`src/rtl/gray_sync_pkg.sv`:
```
// Gray/binary helpers shared by the pointer synchroniser, the FIFO pointer logic and benches.
// Pointers are PTR_W = ADDR_WIDTH+1 bits wide; callers zero-extend to FN_W and truncate the result.
package gray_sync_pkg;

    localparam int FN_W = 32;

    function automatic logic [FN_W-1:0] gray2bin(input logic [FN_W-1:0] g);
        logic [FN_W-1:0] b;
        b[FN_W-1] = g[FN_W-1];
        for (int i = FN_W - 2; i >= 0; i--) begin
            b[i] = b[i+1] ^ g[i];
        end
        return b;
    endfunction

    function automatic logic [FN_W-1:0] bin2gray(input logic [FN_W-1:0] b);
        return b ^ (b >> 1);
    endfunction

    function automatic logic [5:0] popcount(input logic [FN_W-1:0] v);
        logic [5:0] n;
        n = '0;
        for (int i = 0; i < FN_W; i++) begin
            n = n + 6'(v[i]);
        end
        return n;
    endfunction

endpackage

```
`src/rtl/sync_chain.sv`:
```
// Plain N-flop synchroniser; no logic between stages so it can be constrained as a CDC unit.
module sync_chain #(
    parameter int WIDTH  = 7,
    parameter int STAGES = 2
) (
    input  logic             clk,
    input  logic             rst,
    input  logic [WIDTH-1:0] d_i,
    output logic [WIDTH-1:0] q_o
);

    (* ASYNC_REG = "TRUE" *) logic [WIDTH-1:0] sync_q [STAGES];

    always_ff @(posedge clk) begin
        if (rst) begin
            for (int i = 0; i < STAGES; i++) begin
                sync_q[i] <= '0;
            end
        end else begin
            sync_q[0] <= d_i;
            for (int i = 1; i < STAGES; i++) begin
                sync_q[i] <= sync_q[i-1];
            end
        end
    end

    assign q_o = sync_q[STAGES-1];

endmodule

```
`src/rtl/gray_ptr_sync.sv`:
```
// Gray pointer synchroniser: N-flop chain, registered binary conversion, advance delta
// and an optional checker flagging multi-bit Gray transitions.
module gray_ptr_sync
    import gray_sync_pkg::*;
#(
    parameter int ADDR_WIDTH = 6,
    parameter int STAGES     = 2,
    parameter int CHECK_EN   = 1,
    parameter int ERR_CNT_W  = 8
) (
    input  logic                  clk,
    input  logic                  rst,
    input  logic [ADDR_WIDTH:0]   gray_in,
    input  logic                  err_clr,
    output logic [ADDR_WIDTH:0]   gray_out,
    output logic [ADDR_WIDTH:0]   bin_out,
    output logic                  ptr_adv,
    output logic [ADDR_WIDTH:0]   adv_delta,
    output logic                  gray_err,
    output logic [ERR_CNT_W-1:0]  err_cnt
);

    localparam int PTR_W = ADDR_WIDTH + 1;

    if (STAGES < 2 || STAGES > 4) begin : g_bad_stages
        $error("gray_ptr_sync: STAGES must be in 2..4");
    end
    if (PTR_W > FN_W) begin : g_bad_width
        $error("gray_ptr_sync: pointer wider than helper functions support");
    end

    logic [PTR_W-1:0] sync_g;
    logic [PTR_W-1:0] cur_bin, prev_bin;
    logic [PTR_W-1:0] prev_g_q, bin_q, delta_q;
    logic             adv_q;

    sync_chain #(.WIDTH(PTR_W), .STAGES(STAGES)) u_chain (
        .clk (clk),
        .rst (rst),
        .d_i (gray_in),
        .q_o (sync_g)
    );

    assign cur_bin  = PTR_W'(gray2bin(FN_W'(sync_g)));
    assign prev_bin = PTR_W'(gray2bin(FN_W'(prev_g_q)));

    // Subtraction wraps naturally, so 127 -> 0 reports an advance of 1.
    always_ff @(posedge clk) begin
        if (rst) begin
            prev_g_q <= '0;
            bin_q    <= '0;
            delta_q  <= '0;
            adv_q    <= 1'b0;
        end else begin
            prev_g_q <= sync_g;
            bin_q    <= cur_bin;
            delta_q  <= cur_bin - prev_bin;
            adv_q    <= (sync_g != prev_g_q);
        end
    end

    assign gray_out  = sync_g;
    assign bin_out   = bin_q;
    assign ptr_adv   = adv_q;
    assign adv_delta = delta_q;

    if (CHECK_EN != 0) begin : g_check
        logic                 multi_bit;
        logic                 err_q, err_d;
        logic [ERR_CNT_W-1:0] cnt_q, cnt_d;

        assign multi_bit = popcount(FN_W'(sync_g ^ prev_g_q)) > 6'd1;

        // A fresh error beats a simultaneous clear so no event is lost.
        always_comb begin
            err_d = err_q;
            cnt_d = cnt_q;
            if (multi_bit) begin
                err_d = 1'b1;
                if (err_clr) begin
                    cnt_d = ERR_CNT_W'(1);
                end else if (cnt_q != '1) begin
                    cnt_d = cnt_q + 1'b1;
                end
            end else if (err_clr) begin
                err_d = 1'b0;
                cnt_d = '0;
            end
        end

        always_ff @(posedge clk) begin
            if (rst) begin
                err_q <= 1'b0;
                cnt_q <= '0;
            end else begin
                err_q <= err_d;
                cnt_q <= cnt_d;
            end
        end

        assign gray_err = err_q;
        assign err_cnt  = cnt_q;
    end else begin : g_no_check
        logic unused_err_clr;
        assign unused_err_clr = err_clr;
        assign gray_err = 1'b0;
        assign err_cnt  = '0;
    end

endmodule

```
`config.mk`:
```
export PLATFORM = sky130hd
export DESIGN_NAME = gray_ptr_sync
export DESIGN_NICKNAME = d
export VERILOG_FILES = /design/src/rtl/gray_sync_pkg.sv /design/src/rtl/sync_chain.sv /design/src/rtl/gray_ptr_sync.sv
export SDC_FILE = /design/constraint.sdc
export NUM_CORES = 1
export LEC_CHECK = 0
export BUFFER_PORTS_ARGS = -buffer_cell sky130_fd_sc_hd__buf_2
export CORE_MARGIN = 2
export CORE_UTILIZATION = 40
export DETAILED_ROUTE_END_ITERATION = 8
export MAX_ROUTING_LAYER = met4
export SETUP_SLACK_MARGIN = 0.3
export SYNTH_ARGS = -nofsm -noshare
export SYNTH_HDL_FRONTEND = slang
export SYNTH_SLANG_ARGS = --single-unit
```
`constraint.sdc`:
```
create_clock -name clk -period 3.9 [get_ports clk]
set_input_delay 0.78 -clock clk [delete_from_list [all_inputs] [get_ports clk]]
set_output_delay 0.78 -clock clk [all_outputs]
set_load 0.005 [all_outputs]
```
=== Word level (Yosys, flattened, before mapping) ===
Memories as Yosys holds them, arrays and structs flattened.
Cells that the tools add are included.

* Bits in registers: 31
* Memory bits (writable): 14
* Input bits: 10
* Output and inout port bits: 31
* Word-level logic and storage cells: 72
* Memories: 1

* Add/subtract/negate cells: 33
* Magnitude comparators: 1
* Equality and inequality tests: 2
* Muxes and demuxes: 11
* Bitwise gates (word level): 15
* Reductions and logical operators: 3

{| class="wikitable"
|+ Memory list
! memory !! words !! bits a word !! read ports !! clocked after memory_dff !! write ports !! RTL line !! text
|-
| u_chain.sync_q || 2 || 7 || 2 || 0 || 2 || sync_chain.sv:12 || <nowiki>(* ASYNC_REG = "TRUE" *) logic [WIDTH-1:0] sync_q [STAGES];</nowiki>
|}

{| class="wikitable"
|+ Operators by type and width
! operator !! count
|-
| 6-bit by 1-bit adder with 6-bit output (second input constant) || 25
|-
| 8-bit 2-to-1 mux || 4
|-
| 7-bit 2-to-1 mux || 2
|-
| 1-bit bitwise XOR || 12
|-
| 8-bit by 1-bit adder with 8-bit output (second input constant) || 1
|-
| 8-bit != test (second input constant) || 1
|-
| 7-bit != test || 1
|-
| 7-bit subtractor || 1
|-
| 7-bit bitwise XOR || 1
|-
| 5-bit by 1-bit adder with 6-bit output || 1
|-
| 6-bit by 1-bit adder with 6-bit output || 1
|-
| 6-bit by 1-bit > comparator with 1-bit output (second input constant) || 1
|-
| 4-bit by 1-bit adder with 5-bit output || 1
|-
| 1-bit 2-to-1 mux || 5
|-
| 3-bit by 1-bit adder with 4-bit output || 1
|-
| 2-bit nonzero test || 2
|-
| 2-bit by 1-bit adder with 3-bit output || 1
|-
| 1-bit by 1-bit adder with 2-bit output || 1
|-
| 1-bit OR || 2
|-
| 2-bit AND reduction || 1
|}

=== Depth between registers and ports, before layout ===
Gate-level depths: netlist of the first run.

* Depth in word-level cells: 35
* Gate-level depth with buffers: 12
* Mapped depth without buffers: 12

=== Modules after synthesis ===
From an unflattened synthesis of the first run, not the netlist that was laid out.

* Cells, all modules: 196
* Area total of the unflattened synthesis: 2,042.0 um^2

{| class="wikitable"
|+ Modules (own cells, without submodules)
! module !! times used !! cells each !! area each (um^2) !! sequential area each (um^2)
|-
| gray_ptr_sync || 1 || 160 || 1,581.5 || 600.6
|-
| sync_chain || 1 || 36 || 460.4 || 280.3
|}

=== Worst setup path before layout of the first run ===
No wires, ideal clock.

* Path kind: register to register
* Start point: mem u_chain.sync_q[1][1] (netlist: u_chain.sync_q[0][8])
* End point: reg g_check.cnt_q[7] (netlist: err_cnt[7])
* Library setup time: 125 ps
* Arrival time: 3,213 ps
* Data required time: 3,775 ps
* Path slack: 563 ps
* Cell stages (with the launch flop): 12
* Buffers on the path: 0
* Clock period less this slack: 3,337 ps
* Cell sequence: dfxtp_1 > xnor2_1 > fa_1 > fa_1 > inv_1 > ha_1 > a21o_1 > fa_1 > nor2_1 > nor4b_1 > nand3_1 > nor3b_1

{| class="wikitable"
|+ RTL lines
! element !! RTL line !! text
|-
| from (decl) || sync_chain.sv:12 ||
|-
| to (signal assigned) || gray_ptr_sync.sv:97 || <nowiki>cnt_q <= cnt_d;</nowiki>
|-
| to (decl) || gray_ptr_sync.sv:70 || <nowiki>logic [ERR_CNT_W-1:0] cnt_q, cnt_d;</nowiki>
|}

==> results_dict.tcl, run 1 <==
set metrics [dict create \
    vdd_drop_max_uv 227.7 \
    synth_ff_type "dfxtp_1" \
    n_antenna_cell 0 \
    yosys_warnings 0 \
    relSlewSlack 0.5410 \
    setup_viol 0 \
    core_um2 4755 \
    vias 1340 \
    fin_nets 257 \
    worstSkewPairLatency_ps 300 \
    cp.arrival_ps 3540 \
    synth_simple_gate_area_frac 0.2035 \
    period_minus_slack_ps 3345 \
    cts_sinks 44 \
    min-delay-start "u_chain.sync_q[0][6]" \
    dieWidth_um 74.57 \
    grt_antenna_before_repair 0 \
    rows 25 \
    hold_depth 1 \
    drt-initial-drc-count 50 \
    ant_nets 0 \
    fmax_ghz 0.2990 \
    placement.io_buffers 40 \
    tightest_slew_ps 688.6 \
    ys_types 37 \
    yosys-mux-area-fraction 0.005025 \
    status "complete, no violations" \
    cts_tree "yes" \
    start_kind "flip-flop" \
    final_common_cell "dfxtp_1" \
    syn-cell-area_um2 1992 \
    whs_endpoint "u_chain.sync_q[0][13]" \
    grt_overflow 0 \
    post_drt_wl_per_cell_um 10.40 \
    grt_max_degree 41 \
    reg2regPathDepth 11 \
    cp.required_ps 4100 \
    wl_mm 3.140 \
    timing.setup.tns_ps 0 \
    drive_gt1_frac 0.2553 \
    ios 41 \
    grt_pass1_wl_mm 5.540 \
    end_kind "flip-flop" \
    fin_worst_skew_ps 8.725 \
    hpwl_mm 2.313 \
    place.gp.congestion 0.7280 \
    final_max_slew_viol_count 0 \
    start_util 0.4189 \
    synth.area.top_cells "dfxtp_1 (44%), nor2b_1 (7.5%), xnor2_1 (5.7%), ha_1 (5.7%), fa_1 (4.0%)" \
    cts-root-buf "clkbuf_8" \
    first_pass_iters 4 \
    area_delta_synth_final_pct 16.52 \
    synth_compound_area_frac 0.05842 \
    cts_inserted_buffers 5 \
    syn_avg_cell_area_um2 9.960 \
    cts.path.max_buffers 2 \
    h-tree-depth 2 \
    leakage_nw 1.029 \
    first_global_vias 1196 \
    hp-class "reg -> reg" \
    grt_use_total 0.1376 \
    fin_crit_sh 0.8576 \
    synth_edf_count 0 \
    vias_per_cell 4.437 \
    die_h_um 74.57 \
    critPathKind "reg -> reg" \
    drc 0 \
    synth-xor-area-share 0.1319 \
    worstReg2RegStart "u_chain.sync_q[0][10]" \
    max_cap_violations 0 \
    crit_path_max_fanout 5 \
    synth_top_area_frac 0.4422 \
    syn_nets 223 \
    holdWs_ps 441.0 \
    hold_violations 0 \
    rsz0062_at_grt "false" \
    synth_fa_ha_area_frac 0.09673 \
    ys_ff_latch 44 \
    postSynthCellCount 200 \
    synth_top_family_by_area "simple AND/OR/NAND/NOR gates" \
    die_area_um2 5560 \
    rrSetupSlack_ps 560 \
    clk_pin_slew_worst_paths_ps 90 \
    yosysSeqAreaShare 0.4422 \
    final_cell_mix "dfxtp_1 (43), buf_2 (40), nor2b_1 (24)" \
    async_flop_share 0 \
    power.density_nw_per_um2 446.0 \
    yosysTopAreaCell "dfxtp_1" \
    r2r_end "err_cnt[7]" \
]
==> how the worst max path moves through the flow <==
stage / from / end / slack (ps)
CTS: u_chain.sync_q[0][8] / err_cnt[7] / 330
global placement: u_chain.sync_q[0][7] / err_cnt[4] / 420
detailed placement: u_chain.sync_q[0][8] / err_cnt[7] / 350
finish: u_chain.sync_q[0][10] / err_cnt[7] / 560
floorplan: u_chain.sync_q[0][8] / err_cnt[7] / 560
global route: u_chain.sync_q[0][8] / err_cnt[7] / 300
==> routing by layer <==
| metal | track usage | part of all wire | vias up |
|---|---|---|---|
| met5 | - | 0 | - |
| met4 | 0.06548 | 0.024 | 0 |
| met3 | 0.04472 | 0.050 | 6 |
| met2 | 0.1888 | 0.43 | 29 |
| met1 | 0.1823 | 0.49 | 597 |
| li1 | - | - | 708 |
==> timing repair <==
action                     CTS  global route
gates resized for setup      0             6
setup endpoints to repair    0             9
hold buffers                 0             0
buffers inserted             0             0
==> power breakdown <==
group | total (mW) | internal [mW] | switching (mW)
combinational | 0.228 | 0.109 | 0.119
clock | 0.299 | 0.131 | 0.169
sequential | 0.508 | 0.491 | 0.0167
total | 1.04 | 0.731 | 0.304
==> logic make-up after synthesis <==
logic type	count (synthesis)
fa+ha+maj	13
xor+xnor	24
simple gates	75
compound gates	18
mux	1
flops	44
buf+inv	25
==> registers in the layout, summed over array words and instances, names as in the netlist <==
register	count
ptr_adv	1
u_chain.sync_q	14
gray_err	1
adv_delta	7
err_cnt	8
bin_out	6
prev_g_q	7
==> worst max-delay path, cell delays in order (launching register included) <==
cell     delay, ps
dfxtp_2        360
xnor2_1        230
fa_1           480
fa_1           540
inv_1           40
ha_1           270
a21o_1         170
fa_1           540
nor2_1         100
nor4b_2        280
nand3_1        100
nor3b_1        140
==> through the flow <==
step | total power, mW | area, um^2 | setup slack [ps] | cells | util
final | 1.035 | 2321 | 555.3 | 302 | 0.4882
after global placement | 0.7454 | 2197 | 417.7 | 294 | 0.4621
after global routing | 1.121 | 2321 | 298.0 | 302 | 0.4882
after floorplan | 0.6822 | 1992 | 562.5 | 200 | -
after CTS | 1.043 | 2291 | 328.4 | 302 | 0.4818
after detailed placement | 0.7453 | 2197 | 350.9 | 294 | 0.4621
==> cell usage after synthesis (all sizes together), types with 3 or more instances <==
library cell  number
nor2b             24
nand3b             3
buf                8
xnor2             14
nor2              19
nand3              5
nor3               6
o21ai              5
inv               12
ha                 9
dfxtp             44
clkbuf             5
nand2              5
xor2               9
fa                 4
a21oi              3
==> final cells by class <==
cell class	count	area, um^2
Inverter	12	45.04
Tap cell	67	83.83
Multi-Input combinational cell	131	1016
Timing Repair Buffer	40	200.2
Sequential cell	44	882.1
Clock buffer	5	68.82
Clock inverter	3	25.02
Fill cell	473	2434
Power figures use the tool's default switching activity.
==> run 2: changes to the inputs <==
--- a/config.mk
+++ b/config.mk
@@ -10,6 +10,7 @@
 export CORE_UTILIZATION = 40
 export DETAILED_ROUTE_END_ITERATION = 8
 export MAX_ROUTING_LAYER = met4
+export PLACE_DENSITY = 0.65
 export SETUP_SLACK_MARGIN = 0.3
 export SYNTH_ARGS = -nofsm -noshare
 export SYNTH_HDL_FRONTEND = slang
==> run 2 against run 1 <==
Net effect:
- clock power is 25% higher
- first-iteration DRC count stayed put
- global-route usage decreased by 0.33 points
- final cell count is the same
- routed wire length grew 4.3%
- largest cell class unchanged
==> results_dict.tcl, run 2 (synthesis results as in run 1) <==
set metrics [dict create \
    end_kind "flip-flop" \
    ant_nets 0 \
    largest_reg_flops 14 \
    cp_slowest_cell "fa_1" \
    core_um2 4755 \
    hpwl_mm 2.430 \
    grt_pass1_wl_mm 5.416 \
    regMostFlops "u_chain.sync_q" \
    fin_nets 257 \
    fin_crit_sh 0.8728 \
    h-tree-depth 2 \
    tightest_slew_ps 676.5 \
    n_antenna_cell 0 \
    register_area_um2 882.1 \
    max_cap_violations 0 \
    first_pass_iters 4 \
    grt-busiest-layer "met2" \
    clk_pin_slew_worst_paths_ps 80 \
    grt.met2_usage 0.2065 \
    rows 25 \
    drc 0 \
    cts.path.max_buffers 2 \
    place.gp.congestion 0.8397 \
    fin_worst_skew_ps 3.923 \
    grt_max_degree 41 \
    worst_path_most_repeated_cell "fa_1" \
    cts_post_setup_buffers_inserted 0 \
    worstSkewPairLatency_ps 290 \
    grt_overflow 0 \
    rsz0062_at_grt "false" \
    timing.setup.tns_ps 0 \
    grt_use_total 0.1344 \
    die_area_um2 5560 \
    nFillCells 456 \
    relSlewSlack 0.5490 \
    area_delta_synth_final_pct 18.53 \
    final_max_slew_viol_count 0 \
    first_global_vias 1218 \
    multi_input_area_um2 1023 \
    critPathKind "reg -> reg" \
    final_common_cell "dfxtp_1" \
    drt-initial-drc-count 50 \
    vdd_drop_max_uv 268.3 \
    cts-root-buf "clkbuf_8" \
    cts_inserted_buffers 5 \
    cts_tree "yes" \
    post-route-util 0.4966 \
    cp.arrival_ps 3590 \
    ios 41 \
    period_minus_slack_ps 3404 \
    cts_sinks 44 \
    met3_usage 0.04607 \
    hp-class "reg -> reg" \
    dieWidth_um 74.57 \
    final_cell_mix "dfxtp_1 (43), buf_2 (40), nor2b_1 (24)" \
    cp.required_ps 4090 \
    die_h_um 74.57 \
    grt_antenna_before_repair 0 \
    post_drt_wl_per_cell_um 10.85 \
    drive_gt1_frac 0.2596 \
    setup_viol 0 \
    placement.io_buffers 40 \
    use_met1 0.1592 \
    hold_violations 0 \
    crit_path_max_fanout 4 \
    leakage_nw 1.051 \
    fmax_ghz 0.2938 \
    path_cells "xnor2_2 -> fa_1 -> fa_1 -> inv_1 -> ha_1 -> a21o_1 -> fa_1 -> nor2_1 -> nor4b_2 -> nand3_1 -> nor3b_1" \
    vias_per_cell 4.434 \
    power.density_nw_per_um2 474.1 \
    start_util 0.4189 \
    wl_mm 3.276 \
    status "complete, no violations" \
    slowest_delay_ps 540 \
    vias 1339 \
    start_kind "flip-flop" \
]
-- run 2: changes by cell type in the layout (fill, tap and decap cells not counted), sizes merged --
cell      before  now
clkbuf         5    7
inv           14   12
clkinvlp       1    0
bufinv         0    1
-- run 2: worst max-delay path, delay by kind of cell (launching register included) --
kind	cells	cell delay (ps)
XOR/XNOR	1	160
AND/OR/NAND/NOR	4	680
flip-flops	1	430
adder cells (fa/ha/maj)	4	1830
buffers and inverters	1	40
AO/OA/AOI/OAI	1	170
-- run 2: final cells by class --
cell class | count | area share
clock buffer | 7 | 0.04081
clock inverter | 1 | 0.01272
inverter | 12 | 0.01908
multi-input combinational | 131 | 0.4335
sequential | 44 | 0.3736
tap | 67 | 0.03551
timing repair buffer | 40 | 0.08479
-- run 2: final timing paths --
path	startpoint	end	slack, ps	cells past startpoint
hold / removal	u_chain.sync_q[0][6]	u_chain.sync_q[0][13]	440	1
hold reg to reg	u_chain.sync_q[0][6]	u_chain.sync_q[0][13]	440	1
setup reg to reg	u_chain.sync_q[0][8]	err_cnt[7]	500	11
setup / recovery	u_chain.sync_q[0][8]	err_cnt[7]	500	11
-- run 2: power breakdown --
group | total [mW] | leakage (nW) | internal (mW) | switching (mW)
Sequential | 0.508 | 0.363 | 0.491 | 0.0170
Combinational | 0.237 | 0.624 | 0.111 | 0.126
Clock | 0.374 | 0.0645 | 0.226 | 0.148
-- run 2: metal layers --
metal	wire length, um	part of all wire
met5	0	0
met4	40	0.012
met3	194	0.059
met2	1613	0.49
met1	1428	0.44
-- run 2: through the flow --
stage,instance area [um^2],setup WS [ps],instances,hold slack [ps],power [mW]
floorplan,1992,562.5,200,413.8,0.6822
global placement,2197,463.4,294,416.3,0.7479
detailed placement,2197,349.1,294,422.0,0.7555
CTS,2323,354.5,302,442.4,1.132
global route,2361,280.3,302,458.8,1.195
finish,2361,496.2,302,439.1,1.119
-- run 2: timing repair --
action	in CTS	in global routing
endpoints found under the hold margin	0	0
resized for setup	0	7
setup endpoints to repair	0	8
hold buffers	0	0
